$ cat config.mk
export PLATFORM = sky130hd
export DESIGN_NAME = cache_mem_arbiter
export DESIGN_NICKNAME = d
export VERILOG_FILES = /design/src/rtl/cache_mem_arbiter.sv
export SDC_FILE = /design/constraint.sdc
export NUM_CORES = 1
export LEC_CHECK = 0
export CAP_MARGIN = 20
export CORE_AREA = 4 4 543 545
export CTS_BUF_LIST = sky130_fd_sc_hd__clkbuf_8
export DETAILED_ROUTE_END_ITERATION = 16
export DIE_AREA = 0 0 547 549
export GPL_ROUTABILITY_DRIVEN = 0
export PLACE_DENSITY = 0.3
export SETUP_SLACK_MARGIN = 0.4
export SLEW_MARGIN = 20
export SYNTH_ARGS = -nofsm -noshare
export SYNTH_HDL_FRONTEND = slang
export SYNTH_SLANG_ARGS = --single-unit
$ cat constraint.sdc
create_clock -name clk -period 9.9 [get_ports clk]
set_clock_uncertainty 0.05 [all_clocks]
set_input_delay 0.99 -clock clk [delete_from_list [all_inputs] [get_ports clk]]
set_output_delay 0.99 -clock clk [all_outputs]
set_load 0.02 [all_outputs]
$ cat src/rtl/cache_mem_arbiter.sv
// ----------------------------------------------------------------------------
// cache_mem_arbiter
//
// Shares one physical-memory line port between the instruction cache (miss
// fill) and the data cache (miss fill or dirty writeback). One requester is
// granted at a time. Its address, write line and operation are latched on the
// grant edge. The pmem handshake then runs from those latched copies, so the
// granted cache may change its inputs freely while the transfer is in flight.
// The completion is routed back only to the side that owns the grant.
//
// Ports
//   clk, rst                 clock and asynchronous active-high reset
//   i_read, i_addr           icache line read request (held until i_resp)
//   i_rdata, i_resp          icache line data, qualified by a 1-cycle i_resp
//   d_read, d_write, d_addr  dcache line request (held until d_resp)
//   d_wdata                  dcache writeback line
//   d_rdata, d_resp          dcache line data, qualified by a 1-cycle d_resp
//   pmem_read, pmem_write    registered memory strobes (at most one high)
//   pmem_addr, pmem_wdata    latched address / write line of the granted side
//   pmem_rdata, pmem_resp    memory read line and 1-cycle completion pulse
// ----------------------------------------------------------------------------
module cache_mem_arbiter #(
    parameter int ADDR_W = 32,
    parameter int LINE_W = 256
) (
    input  logic              clk,
    input  logic              rst,

    input  logic              i_read,
    input  logic [ADDR_W-1:0] i_addr,
    output logic [LINE_W-1:0] i_rdata,
    output logic              i_resp,

    input  logic              d_read,
    input  logic              d_write,
    input  logic [ADDR_W-1:0] d_addr,
    input  logic [LINE_W-1:0] d_wdata,
    output logic [LINE_W-1:0] d_rdata,
    output logic              d_resp,

    output logic              pmem_read,
    output logic              pmem_write,
    output logic [ADDR_W-1:0] pmem_addr,
    output logic [LINE_W-1:0] pmem_wdata,
    input  logic [LINE_W-1:0] pmem_rdata,
    input  logic              pmem_resp
);

    typedef enum logic [1:0] {
        IDLE   = 2'd0,
        I_BUSY = 2'd1,
        D_BUSY = 2'd2,
        HOLD   = 2'd3
    } state_t;

    typedef enum logic {
        GRANT_I = 1'b0,
        GRANT_D = 1'b1
    } grant_t;

    state_t            state_q, state_d;
    grant_t            last_grant_q, last_grant_d;
    logic [ADDR_W-1:0] addr_q, addr_d;
    logic [LINE_W-1:0] wdata_q, wdata_d;
    logic              read_q, read_d;
    logic              write_q, write_d;

    logic              d_req;
    logic              pick_d;

    // Next-state and grant logic. When both sides request together in IDLE,
    // the side that was not served last wins. last_grant resets to I, so the
    // data cache wins the very first contention after reset.
    always_comb begin
        state_d      = state_q;
        last_grant_d = last_grant_q;
        addr_d       = addr_q;
        wdata_d      = wdata_q;
        read_d       = read_q;
        write_d      = write_q;

        d_req  = d_read | d_write;
        pick_d = d_req & (~i_read | (last_grant_q == GRANT_I));

        unique case (state_q)
            IDLE: begin
                if (pick_d) begin
                    // A simultaneous read+write from the dcache is a writeback;
                    // the write takes priority and no read strobe is issued.
                    state_d = D_BUSY;
                    addr_d  = d_addr;
                    wdata_d = d_wdata;
                    write_d = d_write;
                    read_d  = ~d_write;
                end else if (i_read) begin
                    state_d = I_BUSY;
                    addr_d  = i_addr;
                    read_d  = 1'b1;
                    write_d = 1'b0;
                end
            end

            I_BUSY: begin
                if (pmem_resp) begin
                    state_d      = HOLD;
                    read_d       = 1'b0;
                    write_d      = 1'b0;
                    last_grant_d = GRANT_I;
                end
            end

            D_BUSY: begin
                if (pmem_resp) begin
                    state_d      = HOLD;
                    read_d       = 1'b0;
                    write_d      = 1'b0;
                    last_grant_d = GRANT_D;
                end
            end

            // One dead cycle so the served cache can drop its request before
            // the arbiter looks at the request lines again.
            HOLD: begin
                state_d = IDLE;
            end

            default: begin
                state_d = IDLE;
                read_d  = 1'b0;
                write_d = 1'b0;
            end
        endcase
    end

    // All arbiter state. Reset is asynchronous so the strobes fall the moment
    // rst rises; any memory transaction in flight is simply abandoned.
    always_ff @(posedge clk or posedge rst) begin
        if (rst) begin
            state_q      <= IDLE;
            last_grant_q <= GRANT_I;
            addr_q       <= '0;
            wdata_q      <= '0;
            read_q       <= 1'b0;
            write_q      <= 1'b0;
        end else begin
            state_q      <= state_d;
            last_grant_q <= last_grant_d;
            addr_q       <= addr_d;
            wdata_q      <= wdata_d;
            read_q       <= read_d;
            write_q      <= write_d;
        end
    end

    assign pmem_read  = read_q;
    assign pmem_write = write_q;
    assign pmem_addr  = addr_q;
    assign pmem_wdata = wdata_q;

    // Read data is broadcast to both caches; only the resp pulse qualifies it.
    assign i_rdata = pmem_rdata;
    assign d_rdata = pmem_rdata;

    // Responses are combinational from pmem_resp so the cache sees completion
    // in the same cycle. Gating on the busy state discards stray pmem_resp
    // pulses in IDLE/HOLD, and reset drops them at once via state_q.
    assign i_resp = (state_q == I_BUSY) & pmem_resp;
    assign d_resp = (state_q == D_BUSY) & pmem_resp;

endmodule

# --- Word level (Yosys, flattened, before mapping) ---
# Index checks and enable logic that the tools add are counted.
totals:
  reg_bits: 293
  latchBits: 0
  ramBits: 0
  mem_bits_ro: 0
  out_inout_bits: 804
  word_cells: 46
  mem_count: 0
op_classes:
  n_addsub: 0
  mul: 0
  div: 0
  n_lt_le_gt_ge: 0
  eq_ne: 7
  n_shift: 0
  muxes: 15
  bitwise_logic: 8
  n_reduce_logical: 10
ops:
  columns: ["op", "count"]
  rows:
  - ["$mux 32", 2]
  - ["$mux 1", 6]
  - ["$mux 2", 3]
  - ["$pmux 1 s2", 3]
  - ["$pmux 2 s3", 1]
  - ["$reduce_and 2->1", 3]
  - ["$reduce_and 3->1", 2]
  - ["$reduce_bool 2->1", 3]
  - ["$eq 2x2->1 const B", 2]
  - ["$ne 2x2->1 const B", 2]
  - ["$and 1x1->1", 3]
  - ["$ne 3x3->1 const B", 1]
  - ["$not 1->1", 3]
  - ["$eq 2x1->1 const B", 1]
  - ["$logic_not 2->1", 1]
  - ["$ne 2x1->1 const B", 1]
  - ["$or 1x1->1", 2]
  - ["$reduce_or 2->1", 1]

# --- Depth between registers and ports, before layout ---
# Gate-level depths: netlist of run 1.
logic_depth:
  word_depth: 5
  ltp_mapped: 7

# --- Worst setup path after synthesis of run 1 ---
# No wires, ideal clock.
synth_path:
  path_kind: "input -> output"
  start: "in pmem_resp"
  end: "out d_resp"
  t_arrival_ns: 1.217
  path_slack_ns: 7.643
  path_stages: 1
  path_buffers: 0
  path_cell_list: "and2_1"
synth_between:
  elab_chain_cells: 1
synth_rtl:
  columns: ["item", "line_no", "source"]
  rows:
  - ["from (decl)", "46", "input logic pmem_resp"]
  - ["$and 1x1->1", "168", "assign d_resp = (state_q == D_BUSY) & pmem_resp;"]
  - ["to (decl)", "39", "output logic d_resp,"]
# No other way between the ends.

# --- Worst setup path after layout of run 1 ---
layout_path:
  start: "in pmem_resp"
  end: "out i_resp"
layout_between:
  elab_chain_cells: 1
layout_rtl:
  columns: ["item", "line_no", "source"]
  rows:
  - ["$and 1x1->1", "167", "assign i_resp = (state_q == I_BUSY) & pmem_resp;"]
  - ["to (decl)", "32", "output logic i_resp,"]
# No other way between the ends.

==> results of run 1 <==
[worst paths after layout]
kind / endpoint / slack [ps]
max: i_resp / 6310
min: pmem_addr[8] / 430
max reg2reg: pmem_wdata[0] / 7010
min reg2reg: pmem_addr[8] / 430
max in group asynchronous: pmem_wdata[203] / 6950
min in group asynchronous: pmem_wdata[246] / 740
[state kept, by name (all words and copies together) (netlist names)]
signal	flops
pmem_wdata	256
pmem_addr	32
state_q	2
last_grant_q	1
pmem_read	1
pmem_write	1
[cell usage in the layout, fill, tap and decap left out, types with 2 or more instances in the layout]
master	count
mux2i_1	35
clkbuf_8	78
clkinv_8	3
inv_1	21
dfrtp_1	293
nor3_1	2
inv_8	2
mux2_2	17
nand2_1	33
buf_12	3
diode_2	14
mux2_4	240
clkinv_2	3
ha_1	4
buf_4	4
clkdlybuf4s50_1	617
inv_6	2
o21ai_0	32
bufinv_16	4
[power by group]
| part | internal [W] | switching [W] |
|---|---|---|
| Clock | 0.000826 | 0.000680 |
| Combinational | 0.00212 | 0.00249 |
| Sequential | 0.00182 | 0.000400 |
| Total | 0.00476 | 0.00357 |
[metal layers]
| metal | share of wire, % | GRT usage, % |
|---|---|---|
| met1 | 34 | 8.17 |
| met2 | 44 | 13.2 |
| met3 | 17 | 6.36 |
| met4 | 4.8 | 3.30 |
| met5 | 0 | 0.0950 |
[cell families after synthesis]
logic type | after synthesis | share of synthesized area, %
AOI/OAI and AO/OA | 42 | 1.55
adders and majority gates | 4 | 0.309
buffers and inverters | 555 | 26.3
DFF | 293 | 45.3
muxes | 292 | 25.6
and+or+nand+nor | 39 | 0.974
[critical path: cells and delay by family]
family	cells	cell delay (ps)
buffers and inverters	3	1450
AND/OR/NAND/NOR	1	80
[through the flow]
step	hold slack, ps	area, µm²
finish	431	24500
global placement	426	23100
CTS	438	24500
global route	466	24500
floorplan	460	16200
detailed placement	424	23100
[area by class of cell]
class,count,area (µm²)
fill,33403,266000
timing repair buffer,624,6270
sequential,293,7330
clock buffer,78,1070
inverter,5,26.3
antenna,14,35.0
tap,3900,4880
clock inverter,31,293
multi-input combinational,377,4640
==> results.yml, run 1 <==
pwr:
  power.density_nw_per_um2: 339
  vdd_drop_max_uv: 137
  p_leak_nw: 9.43
  power_w: 0.00833
clock_tree:
  postCtsHoldBufs: 0
  cts_tree: "yes"
  cts_inserted_buffers: 66
  cts_resized: 0
  clock_latency_ps: 650
  h-tree-depth: 3
  path_clk_slew_ps: 50
  cts_sinks: 293
  root_buffer: "clkbuf_8"
  cts_buffer_depth: 3
  cts_setup_buffers: 0
grt:
  grt_pass1_vias: 10399
  grt.overflow.total: 0
  track_usage_pct: 8.33
  grt_max_degree: 114
  antenna_found_initial: 77
  grt_pass1_wl_um: 156000
detailed_routing:
  vias: 9811
  post_drt_wl_per_cell_um: 24.6
  ant_nets: 0
  drt-vias-per-instance: 1.84
  first_iter_violations: 445
  drt_pass1_iterations: 4
  routed_wl_um: 131000
  post-route-drc-count: 0
yosys:
  synth_area_leaders: "dfrtp_1 (45%), buf_4 (24%), mux2_4 (22%)"
  synth_ff_type: "dfrtp_1"
  synth_cell_types: 28
  synthesis.area_um2: 16200
  synth_commonest_cells: "buf_4 (512), dfrtp_1 (293), mux2_4 (240)"
  synth_warnings: 0
  ys_seq_elements: 293
  synthArstFlopShare_pct: 100
  yosysMostFrequentCell: "buf_4"
  synth_edf_count: 0
  synth_nets: 1811
  postSynthCellCount: 1225
  yosysTopAreaCell: "dfrtp_1"
  synth-seq-area-share_pct: 45.3
  yosysTopAreaCellShare_pct: 45.3
  syn_avg_cell_area_um2: 13.2
layout:
  stdcell_count: 5322
  syn2layout_area_growth_pct: 51.6
  fin_util_pct: 8.46
  layout-drive-gt1-share_pct: 25.6
  fin_nets: 1953
floorplanning:
  die_w_um: 547
  std_cell_rows: 198
  start_util_pct: 5.58
  die_area_um2: 300000
  die_h_um: 549
  pin_count: 1386
  core_um2: 290000
critical_path:
  timing.rr.start: "state_q[0]"
  crit_start: "pmem_resp"
  cp_max_fo: 3
  ff2ff_path_depth: 5
  crit_top_cell: "clkdlybuf4s50_1"
  startpoint_type: "input pin"
  crit_chain: "clkdlybuf4s50_1, nand2_1, inv_1, clkdlybuf4s50_1"
  cp.required_ps: 8860
  worst_path_max_delay_cell: "clkdlybuf4s50_1"
  cpPeakStageDelay_ps: 890
  cp.arrival_ps: 2550
  cp-end-kind: "output port"
  crit_type: "in2out"
placement:
  hpwlAfterDp_um: 114000
  portBuffers: 617
  place_inst: 5199
  place_ws_ps: 5930
sta:
  fmax_mhz: 278
  worstMarginPinSlew_ps: 1090
  rsz0062_at_grt: "no"
  finalCritPeriodShare_pct: 36.3
  period_needed_ps: 3590
  hold_violations: 0
  setup_viol: 0
  tns_ps: 0
  report.final.slew_viol_count: 0
  setup_ws_ps: 6310
  slew_headroom_pct: 27.2
min_path:
  hp-start: "pmem_addr[8]"
  hp-class: "reg2reg"
  hold_depth: 2
status:
  status: "complete, no violations"
flow_run:
  maxCapViolCount: 0
Note: power is estimated with default switching activity, not from simulation.
==> inputs of run 2 (changes only) <==
clock period = 3.7 ns   (was 9.9 ns; I/O delays follow)
==> results.yml, run 2 (synthesized netlist as in run 1, its figures left out) <==
detailed_routing:
  ant_nets: 0
  post_drt_wl_per_cell_um: 24.2
  drt_pass1_iterations: 6
  vias: 9797
  routed_wl_um: 129000
  first_iter_violations: 336
  post-route-drc-count: 0
  drt-vias-per-instance: 1.83
sta:
  fmax_mhz: 375
  worstMarginPinSlew_ps: 897
  hold_ws_ps: 199
  slew_headroom_pct: 40.0
  tns_ps: 0
  rsz0062_at_grt: "no"
  hold_violations: 0
  period_needed_ps: 2660
  finalCritPeriodShare_pct: 72.0
  setup_viol: 0
  report.final.slew_viol_count: 0
clock_tree:
  clock_latency_ps: 740
  cts_tree: "yes"
  path_clk_slew_ps: 60
  h-tree-depth: 3
  cts_inserted_buffers: 66
  root_buffer: "clkbuf_8"
  cts_buffer_depth: 3
  cts_sinks: 293
critical_path:
  cp.arrival_ps: 2240
  worst_path_max_delay_cell: "clkdlybuf4s50_1"
  cp.required_ps: 3280
  critPathBufInv: 2
  crit_type: "reg2out"
  cp-end-kind: "output port"
  startpoint_type: "flop"
  cpPeakStageDelay_ps: 700
  cp_max_fo: 3
  crit_family: "buffers and inverters"
  crit_chain: "inv_1, ha_1, and2_1, clkdlybuf4s50_1"
flow_run:
  maxCapViolCount: 0
layout:
  final_cell_mix: "clkdlybuf4s50_1 (616), dfrtp_1 (293), mux2_4 (240), clkbuf_8 (77), mux2i_1 (35)"
  fin_util_pct: 8.49
  final_common_cell: "clkdlybuf4s50_1"
  fin_nets: 1975
  layout-drive-gt1-share_pct: 26.6
  design_area_um2: 24600
  largest_register_ffs: 256
  syn2layout_area_growth_pct: 52.1
pwr:
  vdd_drop_max_uv: 365
  p_leak_nw: 9.48
  power.density_nw_per_um2: 894
  power_w: 0.0220
placement:
  portBuffers: 617
  hpwlAfterDp_um: 116000
  place_area_um2: 23400
floorplanning:
  die_h_um: 549
  die_area_um2: 300000
  die_w_um: 547
  start_util_pct: 5.58
  core_um2: 290000
  std_cell_rows: 198
  pin_count: 1386
grt:
  grt_pass1_wl_um: 156000
  grt.overflow.total: 0
  grt_pass1_vias: 10606
  antenna_found_initial: 53
  track_usage_pct: 8.29
  grt_max_degree: 85
min_path:
  hp-class: "in2reg"
status:
  status: "complete, no violations"
run 2: layer usage:
layer  vias to the layer above  GRT usage, %  share of wire, %
met3                       366          6.62                17
met1                      4556          8.08                34
met5                         -         0.111             0.053
li1                       3912             -                 -
met4                         6          3.41               4.4
met2                       957          12.9                44
run 2: where the power goes:
group | internal, W | switching [W]
Combinational | 0.00571 | 0.00666
Clock | 0.00189 | 0.00171
Sequential | 0.00488 | 0.00117
run 2: path summary, 6_finish.rpt:
check,from,to,slack (ps),cells after the start
max,state_q[0],d_resp,1040,4
min,d_wdata[24],pmem_wdata[24],200,2
max reg2reg,state_q[0],pmem_wdata[66],1340,6
min reg2reg,pmem_addr[20],pmem_addr[20],430,2
max in group asynchronous,rst,pmem_wdata[200],1970,5
min in group asynchronous,rst,pmem_wdata[13],600,3
run 2: stage by stage:
stage	setup WS [ps]	cells
2_1_floorplan	-609	1225
3_3_place_gp	940	5220
3_5_place_dp	949	5220
4_1_cts	775	5328
5_1_grt	841	5331
6_report	1040	5339
run 2: what timing repair did:
action                                  4_1_cts  5_1_grt
endpoints found under the setup margin        0        0
hold buffers                                  1        0
gates resized for setup                       0        0
hold endpoints to repair                      9        0
buffers inserted                              0        0
run 2: final cells by class:
type                       count  area [µm²]
sequential                   293        7330
inverter                       5        22.5
antenna                       11        27.5
clock inverter                30         175
timing repair buffer         646        6490
multi-input combinational    377        4640
tap                         3900        4880
clock buffer                  77        1060
fill                       33437      265000
